File: src/rtl/cpu_oci_trace_pkg.sv
// rtl/cpu_oci_trace_pkg.sv - shared types, widths and helpers for OCI trace capture
//
// Purpose: common definitions imported by the trace capture top and its FIFO.
//   trace_state_e : end-of-test sequencing states (RUN, FLUSH, DRAIN, DONE)
//   DEF_DATA_W    : default dct_buffer width
//   DEF_CNT_W     : default dct_count width
//   entry_width() : width of one FIFO entry {count, buffer}
package cpu_oci_trace_pkg;

  typedef enum logic [1:0] {
    ST_RUN   = 2'd0,
    ST_FLUSH = 2'd1,
    ST_DRAIN = 2'd2,
    ST_DONE  = 2'd3
  } trace_state_e;

  localparam int DEF_DATA_W = 30;
  localparam int DEF_CNT_W  = 4;

  function automatic int entry_width(input int data_w, input int cnt_w);
    return data_w + cnt_w;
  endfunction

endpackage

File: src/rtl/cpu_oci_trace_fifo.sv
// rtl/cpu_oci_trace_fifo.sv - parametrised synchronous FIFO for trace packets
//
// Purpose: stores captured trace entries; head data is presented from the
// storage array and reads as zero while empty.
// Ports:
//   clk, reset    : clock, asynchronous active-high reset
//   push_i        : write request; taken when not full, or when full with a pop
//   push_data_i   : entry to write
//   pop_i         : read request; taken only when not empty
//   head_o        : head entry (zero when empty)
//   full_o        : level == DEPTH
//   empty_o       : level == 0
//   level_o       : occupancy 0..DEPTH
module cpu_oci_trace_fifo #(
  parameter  int WIDTH = 34,
  parameter  int DEPTH = 16,
  localparam int AW    = $clog2(DEPTH),
  localparam int LW    = AW + 1
) (
  input  logic             clk,
  input  logic             reset,
  input  logic             push_i,
  input  logic [WIDTH-1:0] push_data_i,
  input  logic             pop_i,
  output logic [WIDTH-1:0] head_o,
  output logic             full_o,
  output logic             empty_o,
  output logic [LW-1:0]    level_o
);

  logic [WIDTH-1:0] mem_q [DEPTH];
  logic [AW-1:0]    wr_ptr_q, rd_ptr_q;
  logic [LW-1:0]    level_q, level_d;
  logic             wr_en, rd_en;

  assign full_o  = (level_q == LW'(DEPTH));
  assign empty_o = (level_q == '0);
  assign level_o = level_q;
  assign head_o  = empty_o ? '0 : mem_q[rd_ptr_q];

  assign rd_en = pop_i && !empty_o;
  // When full, the slot being popped is the one written, so push+pop is safe.
  assign wr_en = push_i && (!full_o || rd_en);

  always_comb begin
    level_d = level_q;
    case ({wr_en, rd_en})
      2'b10:   level_d = level_q + LW'(1);
      2'b01:   level_d = level_q - LW'(1);
      default: level_d = level_q;
    endcase
  end

  always_ff @(posedge clk) begin
    if (wr_en) begin
      mem_q[wr_ptr_q] <= push_data_i;
    end
  end

  always_ff @(posedge clk or posedge reset) begin
    if (reset) begin
      wr_ptr_q <= '0;
      rd_ptr_q <= '0;
      level_q  <= '0;
    end else begin
      if (wr_en) wr_ptr_q <= wr_ptr_q + AW'(1);
      if (rd_en) rd_ptr_q <= rd_ptr_q + AW'(1);
      level_q <= level_d;
    end
  end

endmodule

File: src/rtl/cpu_oci_trace_capture.sv
// rtl/cpu_oci_trace_capture.sv - captures completed DCT trace packets into a drainable FIFO
//
// Purpose: detects packet completion (count falling to zero), pushes
// {count, buffer} into a FIFO, tracks drops/captures and sequences
// end-of-test flushing and draining.
// Ports:
//   clk, reset      : clock, asynchronous active-high reset
//   dct_buffer      : packed trace entries from OCI
//   dct_count       : number of valid entries in dct_buffer
//   test_ending     : end-of-test requested (level)
//   test_has_ended  : test finished (level)
//   rd_ready        : reader accepts rd_data this cycle
//   rd_valid        : FIFO non-empty
//   rd_data         : head entry {count, buffer}
//   level           : FIFO occupancy
//   overflow        : sticky drop flag
//   drop_count      : saturating dropped-packet count
//   capture_count   : wrapping accepted-packet count
//   flushing        : high in FLUSH and DRAIN
//   done            : high in DONE
module cpu_oci_trace_capture
  import cpu_oci_trace_pkg::*;
#(
  parameter  int DATA_W  = DEF_DATA_W,
  parameter  int CNT_W   = DEF_CNT_W,
  parameter  int DEPTH   = 16,
  parameter  int DROP_W  = 16,
  localparam int ENTRY_W = entry_width(DATA_W, CNT_W),
  localparam int LW      = $clog2(DEPTH) + 1
) (
  input  logic               clk,
  input  logic               reset,
  input  logic [DATA_W-1:0]  dct_buffer,
  input  logic [CNT_W-1:0]   dct_count,
  input  logic               test_ending,
  input  logic               test_has_ended,
  input  logic               rd_ready,
  output logic               rd_valid,
  output logic [ENTRY_W-1:0] rd_data,
  output logic [LW-1:0]      level,
  output logic               overflow,
  output logic [DROP_W-1:0]  drop_count,
  output logic [31:0]        capture_count,
  output logic               flushing,
  output logic               done
);

  trace_state_e      state_q, state_d;
  logic [DATA_W-1:0] prev_buf_q;
  logic [CNT_W-1:0]  prev_cnt_q;
  logic              overflow_q;
  logic [DROP_W-1:0] drop_cnt_q;
  logic [31:0]       cap_cnt_q;

  logic pkt_evt, flush_push, push;
  logic fifo_full, fifo_empty;
  logic accepted, dropped;

  // A packet completes when the count falls from non-zero to zero.
  assign pkt_evt    = (state_q == ST_RUN) && (prev_cnt_q != '0) && (dct_count == '0);
  // FLUSH salvages whatever partial packet was in flight.
  assign flush_push = (state_q == ST_FLUSH) && (prev_cnt_q != '0);
  assign push       = pkt_evt || flush_push;

  // A full FIFO is never empty, so rd_ready alone means a pop happens.
  assign accepted = push && (!fifo_full || rd_ready);
  assign dropped  = push && fifo_full && !rd_ready;

  cpu_oci_trace_fifo #(
    .WIDTH (ENTRY_W),
    .DEPTH (DEPTH)
  ) u_fifo (
    .clk         (clk),
    .reset       (reset),
    .push_i      (push),
    .push_data_i ({prev_cnt_q, prev_buf_q}),
    .pop_i       (rd_ready),
    .head_o      (rd_data),
    .full_o      (fifo_full),
    .empty_o     (fifo_empty),
    .level_o     (level)
  );

  always_comb begin
    state_d = state_q;
    case (state_q)
      ST_RUN:   if (test_ending || test_has_ended) state_d = ST_FLUSH;
      ST_FLUSH: state_d = ST_DRAIN;
      ST_DRAIN: if (fifo_empty && test_has_ended) state_d = ST_DONE;
      default:  state_d = ST_DONE;
    endcase
  end

  always_ff @(posedge clk or posedge reset) begin
    if (reset) begin
      state_q    <= ST_RUN;
      prev_buf_q <= '0;
      prev_cnt_q <= '0;
      overflow_q <= 1'b0;
      drop_cnt_q <= '0;
      cap_cnt_q  <= '0;
    end else begin
      state_q    <= state_d;
      prev_buf_q <= dct_buffer;
      prev_cnt_q <= dct_count;
      if (accepted) cap_cnt_q <= cap_cnt_q + 32'd1;
      if (dropped) begin
        overflow_q <= 1'b1;
        if (drop_cnt_q != '1) drop_cnt_q <= drop_cnt_q + DROP_W'(1);
      end
    end
  end

  assign rd_valid      = !fifo_empty;
  assign overflow      = overflow_q;
  assign drop_count    = drop_cnt_q;
  assign capture_count = cap_cnt_q;
  assign flushing      = (state_q == ST_FLUSH) || (state_q == ST_DRAIN);
  assign done          = (state_q == ST_DONE);

endmodule

File: config.mk
export PLATFORM = sky130hd
export DESIGN_NAME = cpu_oci_trace_capture
export DESIGN_NICKNAME = d
export VERILOG_FILES = /design/src/rtl/cpu_oci_trace_pkg.sv /design/src/rtl/cpu_oci_trace_fifo.sv /design/src/rtl/cpu_oci_trace_capture.sv
export SDC_FILE = /design/constraint.sdc
export NUM_CORES = 1
export LEC_CHECK = 0
export BUFFER_PORTS_ARGS = -buffer_cell sky130_fd_sc_hd__buf_2
export CAP_MARGIN = 20
export CORE_MARGIN = 5
export CORE_UTILIZATION = 45
export CTS_BUF_LIST = sky130_fd_sc_hd__clkbuf_8 sky130_fd_sc_hd__clkbuf_16
export DETAILED_ROUTE_END_ITERATION = 8
export SLEW_MARGIN = 20
export SYNTH_ARGS = -nofsm -noshare
export SYNTH_HDL_FRONTEND = slang
export SYNTH_HIERARCHICAL = 1
export SYNTH_SLANG_ARGS = --single-unit
File: constraint.sdc
create_clock -name clk -period 5.9 [get_ports clk]
set_input_delay 1.18 -clock clk [delete_from_list [all_inputs] [get_ports clk]]
set_output_delay 1.18 -clock clk [all_outputs]
set_load 0.05 [all_outputs]
After elaboration in Yosys (flattened, before gate mapping) --
Memories as Yosys holds them, arrays and structs flattened. Index checks and enable logic that the tools add are counted.
Operators by class: add/sub/neg operators 6, eq/ne operators 9, mux-type cells 7, reduce and logical (&&, ||, !) cells 24
Operators with widths (count):
- two-way mux 34 bit | 1
- adder 32 x 1 -> 32 bit, second input constant | 1
- adder 16 x 1 -> 16 bit, second input constant | 1
- != test 16 bit, second input constant | 1
- case mux 5 bit (2 select lines) | 1
- logical AND 1 bit | 9
- adder 4 x 1 -> 4 bit, second input constant | 2
- equality test 2 bit, second input constant | 3
- case mux 2 bit (3 select lines) | 1
- adder 5 x 1 -> 5 bit, second input constant | 1
- equality test 5 bit, second input constant | 1
- logical NOT 5 bit | 1
- logical OR 1 bit | 5
- subtractor 5 x 1 -> 5 bit, second input constant | 1
- equality test 2 x 1 -> 1 bit, second input constant | 2
- logical NOT 4 bit | 1
- two-way mux 2 bit | 2
- AND reduction 2 bit | 2
- nonzero test 4 bit | 1
- logical NOT 1 bit | 3
- logical NOT 2 bit | 1
- two-way mux 1 bit | 2
- != test 2 x 1 -> 1 bit, second input constant | 1
- != test 2 bit, second input constant | 1
- nonzero test 2 bit | 1
Storage, ports and cells: flip-flop bits (word level) 98, bits in writable memories 544, input port bits 39, output and inout bits 91, memories 1
Memory list:
- u_fifo.mem_q | depth 16, bits a word 34, read ports 1, clocked after Yosys merged registers in 0, write ports 1, line cpu_oci_trace_fifo.sv:31 | logic [WIDTH-1:0] mem_q [DEPTH];

Logic depth before layout (Yosys ltp) --
depth after elaboration 7, gate-level depth with buffers 10, mapped depth without buffers 10

Cells and area by module --
The synthesis kept the hierarchy.
By module, submodules not included:
- cpu_oci_trace_fifo | times used 1, cells each 926, area an instance 21506.9 um^2
- cpu_oci_trace_capture | times used 1, cells each 259, area an instance 3363.2 um^2

Least setup slack after synthesis --
OpenSTA, ideal clock, no wires.
path type input to register, from in dct_count[1], to mem u_fifo.mem_q[2][0], enable pin, library setup time 510 ps, data arrival time 5209 ps, required time 5390 ps, slack 181 ps, stages 4, buffers on the path 0, cell sequence nor3b_2 -> o211a_1 -> o21ai_1 -> nor4_1
Between the ends: word-level cells in the longest chain between the ends 6
RTL lines:
- start, declared | line cpu_oci_trace_capture.sv:34 | input logic [CNT_W-1:0] dct_count,
- logical NOT 4 bit | line cpu_oci_trace_capture.sv:60 | assign pkt_evt = (state_q == ST_RUN) && (prev_cnt_q != '0) && (dct_count == '0);
- logical AND 1 bit | line cpu_oci_trace_capture.sv:60
- logical OR 1 bit | line cpu_oci_trace_capture.sv:63 | assign push = pkt_evt || flush_push;
- net push | line cpu_oci_trace_capture.sv:55 | logic pkt_evt, flush_push, push;
- logical AND 1 bit | line cpu_oci_trace_fifo.sv:43 | assign wr_en = push_i && (!full_o || rd_en);
- two-way mux 1 bit | line cpu_oci_trace_fifo.sv:55 | if (wr_en) begin
- two-way mux 1 bit (not written as such) | line cpu_oci_trace_fifo.sv:56 | mem_q[wr_ptr_q] <= push_data_i;
- end, declared | line cpu_oci_trace_fifo.sv:31
The timed path passes the listed nets, and every way through them passes these cells.

Worst setup path in the final report --
from reg u_fifo.level_q[0], in the netlist u_fifo/level_o[0], to out rd_data[12]
Between the ends: word-level cells in the longest chain between the ends 2
RTL lines:
- start, declared | line cpu_oci_trace_fifo.sv:33 | logic [LW-1:0] level_q, level_d;
- start signal, assigned | line cpu_oci_trace_fifo.sv:68 | level_q <= level_d;
- logical NOT 5 bit | line cpu_oci_trace_fifo.sv:37 | assign empty_o = (level_q == '0);
- two-way mux 34 bit | line cpu_oci_trace_fifo.sv:39 | assign head_o = empty_o ? '0 : mem_q[rd_ptr_q];
- end, declared | line cpu_oci_trace_capture.sv:39 | output logic [ENTRY_W-1:0] rd_data,
No other way between the ends.

==> flow_summary.json <==
{
  "outcome": "finished, final reports clean",
  "critPathKind": "register to output port",
  "num_antenna_cells": 0,
  "setup_tns_ns": 0,
  "worstPathArrival_ns": 3.40,
  "slew_headroom_pct": 39.7,
  "finalHoldViolations": 0,
  "die-area_mm2": 0.0601,
  "avgSynthCellArea_um2": 21.0,
  "fin_cells": 2118,
  "hold_class": "register to register",
  "die_w_um": 245,
  "yosysWarnings": 6,
  "ir_drop_mv": 0.268,
  "grt_pass1_wl_um": 80100,
  "post_cts_resized": 0,
  "die_y_um": 245,
  "setup_viol": 0,
  "worst_pin_slew_ns": 0.902,
  "ios": 130,
  "hold_slack_ns": 0.461,
  "drc": 0,
  "drive_above_1_share_pct": 32.2,
  "fillers": 4288,
  "use_met3_pct": 4.36,
  "synth_area_mm2": 0.0249,
  "wl_per_cell_um": 24.9,
  "rrSetupSlack_ns": 2.21,
  "post-cts-setup-buffers": 0,
  "fin_skew_ns": 0.0152,
  "post-route-period-util_pct": 77.6,
  "dp_cells": 1999,
  "maxSlewViolCount": 0,
  "grt.total_usage_pct": 17.7,
  "first_iter_violations": 803,
  "period_needed_ns": 4.58,
  "cts-root-buf": "clkbuf_16",
  "synthArstFlopShare_pct": 15.3,
  "grt_overflow_total": 0,
  "antenna_left": 0,
  "syn-num-nets": 1241,
  "cts.clk_slew.worst_paths_ns": 0.05,
  "cp_max_fo": 19,
  "rsz0062_at_grt": "no",
  "cts_buffer_depth": 3,
  "cp-start-kind": "register",
  "antenna_found_initial": 2,
  "required_ns": 4.72,
  "yosysMostFrequentCell": "edfxtp_1",
  "drv_cap": 0,
  "clock-sinks": 642,
  "rows": 86,
  "dp_hpwl_um": 30000,
  "viasPerCell": 5.67,
  "busiest_layer": "met2",
  "synth_top_cell_area_share_pct": 65.7,
  "cts_buffers": 68,
  "synth_area_leaders": "edfxtp_1 (66%), mux4_2 (12%), dfrtp_1 (9.9%), mux2_2 (1.8%), a221o_1 (1.4%)",
  "clock.fmax_mhz": 218,
  "yosys.area.top_type": "edfxtp_1",
  "grt_pass1_vias": 12800,
  "ys_seq_area_share_pct": 75.5,
  "p_leak_nw": 9.97,
  "power_density_mw_per_mm2": 451,
  "drt_pass1_iterations": 5,
  "cts_hold_buffers": 0,
  "grt_use_met1_pct": 24.7,
  "initial_core_util_pct": 45.3,
  "postPlaceCellArea_mm2": 0.0265,
  "synthFlopType": "edfxtp_1",
  "cts_tree": "yes",
  "slowest_delay_ns": 0.64,
  "num_vias": 12000,
  "htree_levels": 3,
  "place.gp.congestion": 0.786,
  "fin_nets": 1421,
  "synth_cell_types": 56,
  "fin_area_mm2": 0.0286,
  "coreArea_mm2": 0.0549,
  "use_met2_pct": 28.5,
  "netlist_top_cells_count": "edfxtp_1 (544), mux4_2 (136), dfrtp_1 (98)",
  "syn_to_final_growth_pct": 15.0,
  "grt_max_degree": 58,
  "clk-insertion-delay-late_ns": 0.58,
  "synth-edff-count": 544,
  "crit_chain": "or4_4 -> o21ai_4 -> buf_4 -> and2b_1 -> a221o_1 -> buf_2",
  "crit_slowest_cell": "or4_4",
  "syn-instance-count": 1185,
  "endpoint_kind": "output port",
  "synth_seq_cells": 642,
  "io_buffers": 129,
  "routed_wl_um": 52700
}
[kinds of logic (layout without fill, tap and decap cells)]
group                    after synthesis  count (layout)  synth area share (%)
AND/OR/NAND/NOR                      171             171                  4.09
XOR/XNOR                              52              52                  1.83
AO/OA/AOI/OAI                         60              60                  2.27
adder cells (fa/ha/maj)               17              17                 0.885
multiplexers                         176             176                  14.1
flip-flops                           642             642                  75.5
buffers and inverters                 67             296                  1.25
[sequential cells by signal (all words and copies together), names as in the netlist]
| signal | cells |
|---|---|
| drop_count | 16 |
| u_fifo/level_o | 5 |
| state_q | 2 |
| u_fifo/mem_q | 544 |
| u_fifo/wr_ptr_q | 4 |
| prev_cnt_q | 4 |
| prev_buf_q | 30 |
| u_fifo/rd_ptr_q | 4 |
| capture_count | 32 |
| overflow | 1 |
[metal layers]
layer | wire length [µm] | part of all wire, %
met1 | 23200 | 44
met2 | 25500 | 48
met3 | 2930 | 5.5
met4 | 1100 | 2.1
met5 | 27 | 0.051
[critical path: cells and delay by family, from the launching register on]
family | cells | cell delay [ns]
flops | 1 | 0.44
compound gates | 2 | 0.85
buf+inv | 2 | 0.64
simple gates | 2 | 0.87
[placed cells by master, fill, tap and decap left out, types with 16 or more instances in the layout]
cell type / n
nand3_1: 25
nand2_1: 23
edfxtp_1: 544
mux2_2: 39
nor2b_1: 34
xnor2_1: 38
nand4_1: 18
dfrtp_1: 95
inv_1: 45
buf_4: 27
a221o_1: 34
buf_2: 129
clkbuf_16: 71
ha_1: 16
mux4_2: 136
[path summary, 6_finish.rpt]
| path | depth (start not counted) | from | endpoint |
|---|---|---|---|
| setup reg to reg | 8 | state_q[1] | u_fifo/mem_q[11][14] |
| max in group asynchronous | 3 | reset | prev_buf_q[9] |
| hold / removal | 1 | overflow | overflow |
| hold reg to reg | 1 | overflow | overflow |
| min in group asynchronous | 2 | reset | capture_count[30] |
| setup / recovery | 6 | u_fifo/level_o[0] | rd_data[12] |
[layout make-up]
type / instances / area [µm²] / area share, %
well taps: 704 / 881 / 3.08
inverters: 17 / 66.3 / 0.232
clock inverters: 42 / 221 / 0.774
flip-flops and latches: 642 / 18800 / 65.7
clock buffers: 77 / 1860 / 6.50
repair buffers: 160 / 928 / 3.25
multi-input cells: 476 / 5850 / 20.5
[where the power goes]
part / switching (mW) / internal (mW)
sequential: 0.321 / 4.97
combinational: 2.11 / 1.53
clock: 1.64 / 2.32
[per-stage QoR]
stage,setup slack (ns),power (mW),util (%)
after detailed placement,1.68,9.10,48.3
after global placement,1.79,9.09,48.3
final,1.32,12.9,52.1
after CTS,1.22,13.1,52.1
after floorplan,0.181,8.16,-
after global routing,1.16,13.4,52.1
(Power assumes the default switching activity.)
